File: config.mk
export PLATFORM = sky130hd
export DESIGN_NAME = lite_reg_slave_flat
export DESIGN_NICKNAME = d
export VERILOG_FILES = /design/src/rtl/lite_reg_slave_if.sv /design/src/rtl/lite_reg_slave.sv /design/src/flat_wrapper.sv
export SDC_FILE = /design/constraint.sdc
export NUM_CORES = 1
export LEC_CHECK = 0
export ABC_AREA = 1
export CORE_AREA = 4 4 117 119
export DETAILED_ROUTE_END_ITERATION = 12
export DIE_AREA = 0 0 121 123
export GPL_TIMING_DRIVEN = 0
export PLACE_DENSITY = 0.61
export SYNTH_ARGS = -nofsm -noshare
export SYNTH_HDL_FRONTEND = slang
export SYNTH_SLANG_ARGS = --single-unit
File: constraint.sdc
create_clock -name clk -period 1.7 [get_ports clk]
set_input_delay 0.425 -clock clk [delete_from_list [all_inputs] [get_ports clk]]
set_output_delay 0.425 -clock clk [all_outputs]
set_load 0.01 [all_outputs]
File: src/rtl/lite_reg_slave_if.sv
// lite_reg_slave_if: nasti_channel lite port bundle carrying the aw/w/b/ar/r single-beat channels.
interface nasti_channel #(
    parameter int ID_WIDTH   = 1,
    parameter int ADDR_WIDTH = 8,
    parameter int DATA_WIDTH = 32,
    parameter int USER_WIDTH = 1
);
    logic                    aw_valid, aw_ready;
    logic [ID_WIDTH-1:0]     aw_id;
    logic [ADDR_WIDTH-1:0]   aw_addr;
    logic                    w_valid, w_ready;
    logic [DATA_WIDTH-1:0]   w_data;
    logic [DATA_WIDTH/8-1:0] w_strb;
    logic                    b_valid, b_ready;
    logic [ID_WIDTH-1:0]     b_id;
    logic [1:0]              b_resp;
    logic [USER_WIDTH-1:0]   b_user;
    logic                    ar_valid, ar_ready;
    logic [ID_WIDTH-1:0]     ar_id;
    logic [ADDR_WIDTH-1:0]   ar_addr;
    logic                    r_valid, r_ready, r_last;
    logic [ID_WIDTH-1:0]     r_id;
    logic [DATA_WIDTH-1:0]   r_data;
    logic [1:0]              r_resp;
    logic [USER_WIDTH-1:0]   r_user;
    modport master (
        output aw_valid, aw_id, aw_addr, w_valid, w_data, w_strb, b_ready, ar_valid, ar_id, ar_addr, r_ready,
        input  aw_ready, w_ready, b_valid, b_id, b_resp, b_user, ar_ready, r_valid, r_id, r_data, r_resp, r_last, r_user
    );
    modport slave (
        input  aw_valid, aw_id, aw_addr, w_valid, w_data, w_strb, b_ready, ar_valid, ar_id, ar_addr, r_ready,
        output aw_ready, w_ready, b_valid, b_id, b_resp, b_user, ar_ready, r_valid, r_id, r_data, r_resp, r_last, r_user
    );
endinterface

File: src/rtl/lite_reg_slave.sv
// lite_reg_slave: NASTI-Lite slave turning single-beat reads/writes into req/ack register bus accesses.
// Define LITE_REG_TIMEOUT_EN to answer SLVERR when reg_ack does not arrive within TIMEOUT cycles.
module lite_reg_slave #(
    parameter int ID_WIDTH   = 1,
    parameter int ADDR_WIDTH = 8,
    parameter int DATA_WIDTH = 32,
    parameter int USER_WIDTH = 1,
    parameter int REG_SPAN   = 256,
    parameter int TIMEOUT    = 255
) (
    input  logic                    clk,
    input  logic                    rst,
    nasti_channel.slave             lite_s,
    output logic                    reg_req,
    output logic                    reg_we,
    output logic [ADDR_WIDTH-1:0]   reg_addr,
    output logic [DATA_WIDTH-1:0]   reg_wdata,
    output logic [DATA_WIDTH/8-1:0] reg_wstrb,
    input  logic                    reg_ack,
    input  logic [DATA_WIDTH-1:0]   reg_rdata,
    input  logic                    reg_err
);
    localparam int SW = DATA_WIDTH / 8;
    if (DATA_WIDTH != 32 && DATA_WIDTH != 64) begin : g_bad_width
        $fatal(1, "lite_reg_slave: DATA_WIDTH must be 32 or 64");
    end
    if (TIMEOUT < 1) begin : g_bad_timeout
        $fatal(1, "lite_reg_slave: TIMEOUT must be at least 1");
    end
    typedef enum logic [1:0] {IDLE, REQ, RESP} state_t;
    state_t                state;
    logic                  rd_pri, is_rd;
    logic [ID_WIDTH-1:0]   id_q;
    logic [1:0]            resp_q;
    logic [DATA_WIDTH-1:0] rdata_q;
    logic                  wr_el, rd_el, grant_rd, grant_wr, dec_err, timed_out;
    logic [ADDR_WIDTH-1:0] addr;
    always_comb begin
        wr_el    = lite_s.aw_valid & lite_s.w_valid;
        rd_el    = lite_s.ar_valid;
        grant_rd = state == IDLE && rd_el && (!wr_el || rd_pri);
        grant_wr = state == IDLE && wr_el && !grant_rd;
        addr     = grant_rd ? lite_s.ar_addr : lite_s.aw_addr;
        dec_err  = {1'b0, addr} >= (ADDR_WIDTH + 1)'(REG_SPAN);
    end
    assign lite_s.ar_ready = grant_rd;
    assign lite_s.aw_ready = grant_wr;
    assign lite_s.w_ready  = grant_wr;
    assign lite_s.b_valid  = state == RESP && !is_rd;
    assign lite_s.b_id     = id_q;
    assign lite_s.b_resp   = resp_q;
    assign lite_s.b_user   = USER_WIDTH'(0);
    assign lite_s.r_valid  = state == RESP && is_rd;
    assign lite_s.r_id     = id_q;
    assign lite_s.r_data   = rdata_q;
    assign lite_s.r_resp   = resp_q;
    assign lite_s.r_last   = 1'b1;
    assign lite_s.r_user   = USER_WIDTH'(0);
`ifdef LITE_REG_TIMEOUT_EN
    localparam int CW = $clog2(TIMEOUT + 1);
    logic [CW-1:0] cnt;
    assign timed_out = state == REQ && cnt == CW'(TIMEOUT - 1);
    always_ff @(posedge clk) begin
        cnt <= (rst || state != REQ) ? '0 : cnt + 1'b1;
    end
`else
    assign timed_out = 1'b0;
`endif
    always_ff @(posedge clk) begin
        if (rst) begin
            state     <= IDLE;
            rd_pri    <= 1'b1;
            is_rd     <= 1'b0;
            id_q      <= '0;
            resp_q    <= '0;
            rdata_q   <= '0;
            reg_req   <= 1'b0;
            reg_we    <= 1'b0;
            reg_addr  <= '0;
            reg_wdata <= '0;
            reg_wstrb <= '0;
        end else begin
            case (state)
                IDLE: if (grant_rd || grant_wr) begin
                    is_rd   <= grant_rd;
                    id_q    <= grant_rd ? lite_s.ar_id : lite_s.aw_id;
                    rdata_q <= '0;
                    if (rd_el && wr_el) rd_pri <= !rd_pri;
                    if (dec_err) begin
                        resp_q <= 2'b11;
                        state  <= RESP;
                    end else begin
                        reg_req   <= 1'b1;
                        reg_we    <= grant_wr;
                        reg_addr  <= addr & ~ADDR_WIDTH'(SW - 1);
                        reg_wdata <= grant_wr ? lite_s.w_data : '0;
                        reg_wstrb <= grant_wr ? lite_s.w_strb : '0;
                        state     <= REQ;
                    end
                end
                // an ack in the timeout cycle still wins
                REQ: if (reg_ack || timed_out) begin
                    reg_req <= 1'b0;
                    resp_q  <= reg_ack && !reg_err ? 2'b00 : 2'b10;
                    if (reg_ack && !reg_we) rdata_q <= reg_rdata;
                    state   <= RESP;
                end
                RESP: if (is_rd ? lite_s.r_ready : lite_s.b_ready) state <= IDLE;
                default: state <= IDLE;
            endcase
        end
    end
endmodule

File: src/flat_wrapper.sv
// flat-port wrapper written by rule: the top's interface ports become plain ports
module lite_reg_slave_flat 
#(
    parameter int ID_WIDTH   = 1,
    parameter int ADDR_WIDTH = 8,
    parameter int DATA_WIDTH = 32,
    parameter int USER_WIDTH = 1,
    parameter int REG_SPAN   = 256,
    parameter int TIMEOUT    = 255
)
  (clk, rst, reg_req, reg_we, reg_addr, reg_wdata, reg_wstrb, reg_ack, reg_rdata, reg_err, lite_s_aw_valid, lite_s_aw_id, lite_s_aw_addr, lite_s_w_valid, lite_s_w_data, lite_s_w_strb, lite_s_b_ready, lite_s_ar_valid, lite_s_ar_id, lite_s_ar_addr, lite_s_r_ready, lite_s_aw_ready, lite_s_w_ready, lite_s_b_valid, lite_s_b_id, lite_s_b_resp, lite_s_b_user, lite_s_ar_ready, lite_s_r_valid, lite_s_r_id, lite_s_r_data, lite_s_r_resp, lite_s_r_last, lite_s_r_user);
  nasti_channel #(.ID_WIDTH(ID_WIDTH), .ADDR_WIDTH(ADDR_WIDTH), .DATA_WIDTH(DATA_WIDTH), .USER_WIDTH(USER_WIDTH)) lite_s_i ();
  input  logic clk;
  input  logic rst;
  output logic reg_req;
  output logic reg_we;
  output logic [ADDR_WIDTH-1:0] reg_addr;
  output logic [DATA_WIDTH-1:0] reg_wdata;
  output logic [DATA_WIDTH/8-1:0] reg_wstrb;
  input  logic reg_ack;
  input  logic [DATA_WIDTH-1:0] reg_rdata;
  input  logic reg_err;
  input wire logic [$bits(lite_s_i.aw_valid)-1:0] lite_s_aw_valid;
  input wire logic [$bits(lite_s_i.aw_id)-1:0] lite_s_aw_id;
  input wire logic [$bits(lite_s_i.aw_addr)-1:0] lite_s_aw_addr;
  input wire logic [$bits(lite_s_i.w_valid)-1:0] lite_s_w_valid;
  input wire logic [$bits(lite_s_i.w_data)-1:0] lite_s_w_data;
  input wire logic [$bits(lite_s_i.w_strb)-1:0] lite_s_w_strb;
  input wire logic [$bits(lite_s_i.b_ready)-1:0] lite_s_b_ready;
  input wire logic [$bits(lite_s_i.ar_valid)-1:0] lite_s_ar_valid;
  input wire logic [$bits(lite_s_i.ar_id)-1:0] lite_s_ar_id;
  input wire logic [$bits(lite_s_i.ar_addr)-1:0] lite_s_ar_addr;
  input wire logic [$bits(lite_s_i.r_ready)-1:0] lite_s_r_ready;
  output wire logic [$bits(lite_s_i.aw_ready)-1:0] lite_s_aw_ready;
  output wire logic [$bits(lite_s_i.w_ready)-1:0] lite_s_w_ready;
  output wire logic [$bits(lite_s_i.b_valid)-1:0] lite_s_b_valid;
  output wire logic [$bits(lite_s_i.b_id)-1:0] lite_s_b_id;
  output wire logic [$bits(lite_s_i.b_resp)-1:0] lite_s_b_resp;
  output wire logic [$bits(lite_s_i.b_user)-1:0] lite_s_b_user;
  output wire logic [$bits(lite_s_i.ar_ready)-1:0] lite_s_ar_ready;
  output wire logic [$bits(lite_s_i.r_valid)-1:0] lite_s_r_valid;
  output wire logic [$bits(lite_s_i.r_id)-1:0] lite_s_r_id;
  output wire logic [$bits(lite_s_i.r_data)-1:0] lite_s_r_data;
  output wire logic [$bits(lite_s_i.r_resp)-1:0] lite_s_r_resp;
  output wire logic [$bits(lite_s_i.r_last)-1:0] lite_s_r_last;
  output wire logic [$bits(lite_s_i.r_user)-1:0] lite_s_r_user;
  assign lite_s_i.aw_valid = lite_s_aw_valid;
  assign lite_s_i.aw_id = lite_s_aw_id;
  assign lite_s_i.aw_addr = lite_s_aw_addr;
  assign lite_s_i.w_valid = lite_s_w_valid;
  assign lite_s_i.w_data = lite_s_w_data;
  assign lite_s_i.w_strb = lite_s_w_strb;
  assign lite_s_i.b_ready = lite_s_b_ready;
  assign lite_s_i.ar_valid = lite_s_ar_valid;
  assign lite_s_i.ar_id = lite_s_ar_id;
  assign lite_s_i.ar_addr = lite_s_ar_addr;
  assign lite_s_i.r_ready = lite_s_r_ready;
  assign lite_s_aw_ready = lite_s_i.aw_ready;
  assign lite_s_w_ready = lite_s_i.w_ready;
  assign lite_s_b_valid = lite_s_i.b_valid;
  assign lite_s_b_id = lite_s_i.b_id;
  assign lite_s_b_resp = lite_s_i.b_resp;
  assign lite_s_b_user = lite_s_i.b_user;
  assign lite_s_ar_ready = lite_s_i.ar_ready;
  assign lite_s_r_valid = lite_s_i.r_valid;
  assign lite_s_r_id = lite_s_i.r_id;
  assign lite_s_r_data = lite_s_i.r_data;
  assign lite_s_r_resp = lite_s_i.r_resp;
  assign lite_s_r_last = lite_s_i.r_last;
  assign lite_s_r_user = lite_s_i.r_user;
  lite_reg_slave #(.ID_WIDTH(ID_WIDTH), .ADDR_WIDTH(ADDR_WIDTH), .DATA_WIDTH(DATA_WIDTH), .USER_WIDTH(USER_WIDTH), .REG_SPAN(REG_SPAN), .TIMEOUT(TIMEOUT)) u_core (.clk(clk), .rst(rst), .lite_s(lite_s_i), .reg_req(reg_req), .reg_we(reg_we), .reg_addr(reg_addr), .reg_wdata(reg_wdata), .reg_wstrb(reg_wstrb), .reg_ack(reg_ack), .reg_rdata(reg_rdata), .reg_err(reg_err));
endmodule
* Word-level counts from Yosys, hierarchy flattened
Index checks and enable logic that the tools add are counted.
** Operators by class
- Muxes and demuxes :: 17
- Equality and inequality tests :: 6
- Reduce and logical (&&, ||, !) cells :: 25
- Bitwise logic cells :: 1
** Operator list (count)
- 32-bit two-way mux :: 4
- 32-bit one-hot mux with 2 select lines :: 1
- 1-bit logical AND :: 9
- 3-bit AND reduction :: 3
- 2-bit two-way mux :: 4
- 8-bit two-way mux :: 1
- 1-bit logical NOT :: 6
- 2-bit inequality test, second input constant :: 3
- 2-bit one-hot mux with 3 select lines :: 1
- 1-bit two-way mux :: 4
- 4-bit two-way mux :: 1
- 2-bit AND reduction :: 2
- 4-bit AND reduction :: 1
- 2-bit by 1-bit == test with 1-bit output, second input constant :: 1
- 2-bit == test, second input constant :: 1
- 2-bit logical NOT :: 1
- 1-bit logical OR :: 2
- 2-bit by 1-bit inequality test with 1-bit output, second input constant :: 1
- 1-bit one-hot mux with 2 select lines :: 1
- 2-bit nonzero test :: 1
- 1-bit AND :: 1
** Storage, ports and cells
- Bits of input ports :: 95
- Bits in registers :: 83

* Depth between registers and ports, before layout
- Depth after elaboration :: 9
- Mapped depth :: 9
- Gate-level depth less buffers :: 7

* Worst setup path after synthesis
OpenSTA, ideal clock, no wires.
- Path kind :: input to output
- Start :: input lite_s_aw_valid
- End :: output lite_s_w_ready
- Path slack :: 0.082 ns
- Stages on the path :: 5
- Arrival :: 1.193 ns
- Cell sequence :: nand3_2 -> nand3_2 -> inv_1 -> nor2_1 -> buf_4
** Between the ends
- Longest elaborated chain between the ends :: 6
** RTL lines
- from (decl) :: RTL line flat_wrapper.sv:23 : input wire logic [$bits(lite_s_i.aw_valid)-1:0] lite_s_aw_valid;
- 1-bit AND :: RTL line lite_reg_slave.sv:39 : wr_el = lite_s.aw_valid & lite_s.w_valid;
- 1-bit logical NOT :: RTL line lite_reg_slave.sv:41 : grant_rd = state == IDLE && rd_el && (!wr_el || rd_pri);
- 1-bit logical OR :: RTL line lite_reg_slave.sv:41
- 1-bit logical AND :: RTL line lite_reg_slave.sv:41
- named net lite_s_ar_ready :: RTL line flat_wrapper.sv:40 : output wire logic [$bits(lite_s_i.ar_ready)-1:0] lite_s_ar_ready;
- 1-bit logical NOT :: RTL line lite_reg_slave.sv:42 : grant_wr = state == IDLE && wr_el && !grant_rd;
- 1-bit logical AND :: RTL line lite_reg_slave.sv:42
- to (decl) :: RTL line flat_wrapper.sv:35 : output wire logic [$bits(lite_s_i.w_ready)-1:0] lite_s_w_ready;
The timed path passes the listed nets, and every way through them passes these cells.

* Worst setup path after layout
- Start :: register u_core.state[1]
- End :: output lite_s_w_ready
** Between the ends
- Longest elaborated chain between the ends :: 5
** RTL lines
- from (decl) :: RTL line lite_reg_slave.sv:31 : state_t state;
- from (signal assigned) :: RTL line lite_reg_slave.sv:71 : state <= IDLE;
- from (signal assigned) :: RTL line lite_reg_slave.sv:91 : state <= RESP;
- from (signal assigned) :: RTL line lite_reg_slave.sv:98 : state <= REQ;
- 2-bit logical NOT (*) :: RTL line lite_reg_slave.sv:41, lite_reg_slave.sv:42
- 1-bit logical AND (2 in series) :: RTL line lite_reg_slave.sv:41
- 1-bit logical NOT :: RTL line lite_reg_slave.sv:42
- 1-bit logical AND (*) :: RTL line lite_reg_slave.sv:42
Every way passes the cells marked *; elsewhere a longest branch is shown, timed or not.

==> results.json <==
{
  "yosys-top-cells-area": "dfxtp_1 (44%), nand2_1 (13%), nand3_1 (11%)",
  "cp-end-kind": "primary output",
  "antenna_left": 0,
  "crit_required_ns": 1.27,
  "setup_viol": 5,
  "grtUsageTotal_pct": 17.1,
  "cts_made_buffers": 9,
  "worstHoldPathType": "reg2reg",
  "path_class": "reg2out",
  "grt_util_met2_pct": 28.4,
  "initial_utilization_pct": 29.9,
  "antenna_found_initial": 0,
  "synth_area_um2": 3760,
  "instances_no_fill": 934,
  "gr-total-overflow": 0,
  "crit_path_start_kind": "flop",
  "ys_seq_area_share_pct": 43.6,
  "fmax_ghz": 0.558,
  "finalCriticalPeriod_ns": 1.79,
  "ios": 187,
  "clk_latency_ns": 0.34,
  "dp_hpwl_um": 9530,
  "grtUsageMet1_pct": 19.5,
  "die-area_um2": 14900,
  "cp_slowest_cell": "dfxtp_4",
  "grt_pass1_wl_um": 19900,
  "use_met3_pct": 8.83,
  "p_sw_mw": 1.60,
  "peakVddDrop_uv": 766,
  "drive_gt1_share_pct": 11.7,
  "crit_fanout": 4,
  "max_stage_delay_ns": 0.36,
  "drc": 0,
  "synth_cell_type_count": 22,
  "drtIter0Drc": 283,
  "num_antenna_cells": 0,
  "p_int_mw": 3.86,
  "rows": 41,
  "combPwrFrac_pct": 27.6,
  "fin_nets": 852,
  "finalWirelength_um": 12800,
  "dp.cells": 905,
  "avgViaCountPerCell": 4.43,
  "violations": "negative setup slack",
  "post-route-period-util_pct": 105,
  "routedWlPerCell_um": 13.7,
  "leakage_nw": 3.17,
  "grt_max_degree": 13,
  "power_density_nw_per_um2": 869,
  "drv_cap": 0,
  "core_um2": 12600,
  "portBuffers": 174,
  "netlist_instances": 554,
  "synth_warnings": 0,
  "final_core_util_pct": 50.0,
  "top_usage_layer": "met2",
  "cts_hold_buf": 0,
  "grt_pass1_vias": 4074,
  "die_w_um": 121,
  "cts.path.max_buffers": 2,
  "die_y_um": 123,
  "cts.sinks": 82,
  "cts_tree": "done",
  "vias": 4141,
  "power.share.sequential_pct": 39.7,
  "routabilityCongestion": 0.840,
  "finClkSkew_ns": 0.00415,
  "ctsRootBufferMaster": "clkbuf_16",
  "rsz0062_at_grt": "yes",
  "h-tree-depth": 3,
  "holdWs_ns": 0.459,
  "worst_slack_ns": -0.0934,
  "crit_chain": "nor2_4, nand3_4, inv_4, nor2_4, buf_6, buf_6",
  "synth-seq-cells": 82,
  "clock_power_share_pct": 32.6,
  "area_growth_pct": 67.0,
  "setup_tns_ns": -0.257,
  "drv_slew": 0,
  "yosysTopAreaCellShare_pct": 43.6,
  "status": "finished, violations left",
  "firstDrtPassIters": 4,
  "syn_area_per_cell_um2": 6.79,
  "p_sw_share_pct": 29.3,
  "hold_viol": 0,
  "synth_top_area_cell": "dfxtp_1",
  "path_clk_slew_ns": 0.06,
  "worst_ep_arrival_time_ns": 1.37
}
==> worst max-delay path, delay by kind of cell (launching register included) <==
family,cells,cell delay (ns)
buffers and inverters,3,0.30
flip-flops,1,0.36
AND/OR/NAND/NOR,3,0.36
==> cells in the mapped netlist <==
cell type / n
nand3_1: 82
inv_2: 2
buf_4: 14
nand3_2: 5
o21ai_0: 2
nand3b_1: 1
buf_1: 4
o211ai_1: 1
nor2_4: 1
nand2_2: 1
nand4_1: 22
nor2_1: 59
clkbuf_1: 14
conb_1: 2
nand2_1: 133
dfxtp_1: 82
clkinv_1: 2
a21oi_1: 40
nor2_2: 3
buf_2: 12
buf_6: 2
inv_1: 70
==> layout make-up <==
type                            count  area, µm²
Clock buffer                       13        250
Clock inverter                      3       15.0
Buffer                             45        285
Tap cell                          172        215
Timing Repair Buffer              188       1910
Fill cell                        1238       6290
Inverter                           74        283
Multi-Input combinational cell    357       1670
Sequential cell                    82       1650
==> layout by cell type, fill, tap and decap left out, types with 6 or more instances in the layout <==
cell,instances
nor2_4,7
dlymetal6s2s_1,28
inv_1,68
buf_2,10
nand3_1,82
clkbuf_1,13
dlygate4sd2_1,7
dfxtp_1,79
nand4_1,22
clkbuf_2,6
nand2_1,132
clkdlybuf4s50_1,132
buf_6,9
nor2_1,55
buf_4,25
a21oi_1,40
conb_1,7
clkbuf_16,9
==> metal layers <==
metal	up-vias	routed length, µm
li1	2134	-
met1	1841	5280
met2	157	5990
met3	9	1440
met4	0	82
met5	-	0
==> power by group through the flow <==
| stage | combinational (mW) | clock (mW) | sequential [mW] |
|---|---|---|---|
| 6_report | 1.51 | 1.78 | 2.17 |
| 4_1_cts | 1.50 | 1.86 | 2.17 |
| 2_1_floorplan | 0.680 | 0 | 2.27 |
| 3_3_place_gp | 1.44 | 0 | 2.20 |
| 5_1_grt | 1.68 | 1.94 | 2.19 |
| 3_5_place_dp | 1.46 | 0 | 2.21 |
==> registers in the layout, indices dropped and copies added (netlist names) <==
signal / count
u_core.lite_s.b_id: 1
u_core.lite_s.r_data: 32
u_core.reg_we: 1
u_core.lite_s.b_resp: 1
u_core.is_rd: 1
u_core.reg_addr: 6
u_core.state: 2
u_core.reg_req: 1
u_core.reg_wstrb: 4
u_core.reg_wdata: 32
u_core.rd_pri: 1
==> repair_timing <==
action                                  in CTS  in global routing
pin swaps                                    6                  4
endpoints found under the setup margin      25                 63
setup buffers                                9                  5
gates resized for setup                     59                 52
==> logic make-up (layout without fill, tap and decap cells) <==
kind of cell	Yosys count	count (layout)	share of synthesized area [%]
compound gates	43	43	5.79
flops	82	82	43.6
simple gates	307	307	36.2
other cells	2	7	0.200
buf+inv	120	323	14.2
==> metrics by stage <==
stage                     power (mW)  instance area [µm²]  worst slack, ns
after global routing            5.80                 6280           -0.171
final                           5.46                 6280          -0.0934
after detailed placement        3.67                 5740            -1.17
after floorplan                 2.95                 3780           0.0818
after global placement          3.64                 5740            -1.14
after CTS                       5.54                 6120           -0.149
==> final timing paths <==
check             startpoint                   end  slack [ns]  depth (start not counted)
max          u_core.state[1]        lite_s_w_ready       -0.09                          6
min           u_core.reg_req        u_core.reg_req        0.46                          2
max reg2reg  u_core.state[1]  u_core.reg_wdata[13]        0.08                         10
min reg2reg   u_core.reg_req        u_core.reg_req        0.46                          2
Power figures use the tool's default switching activity.
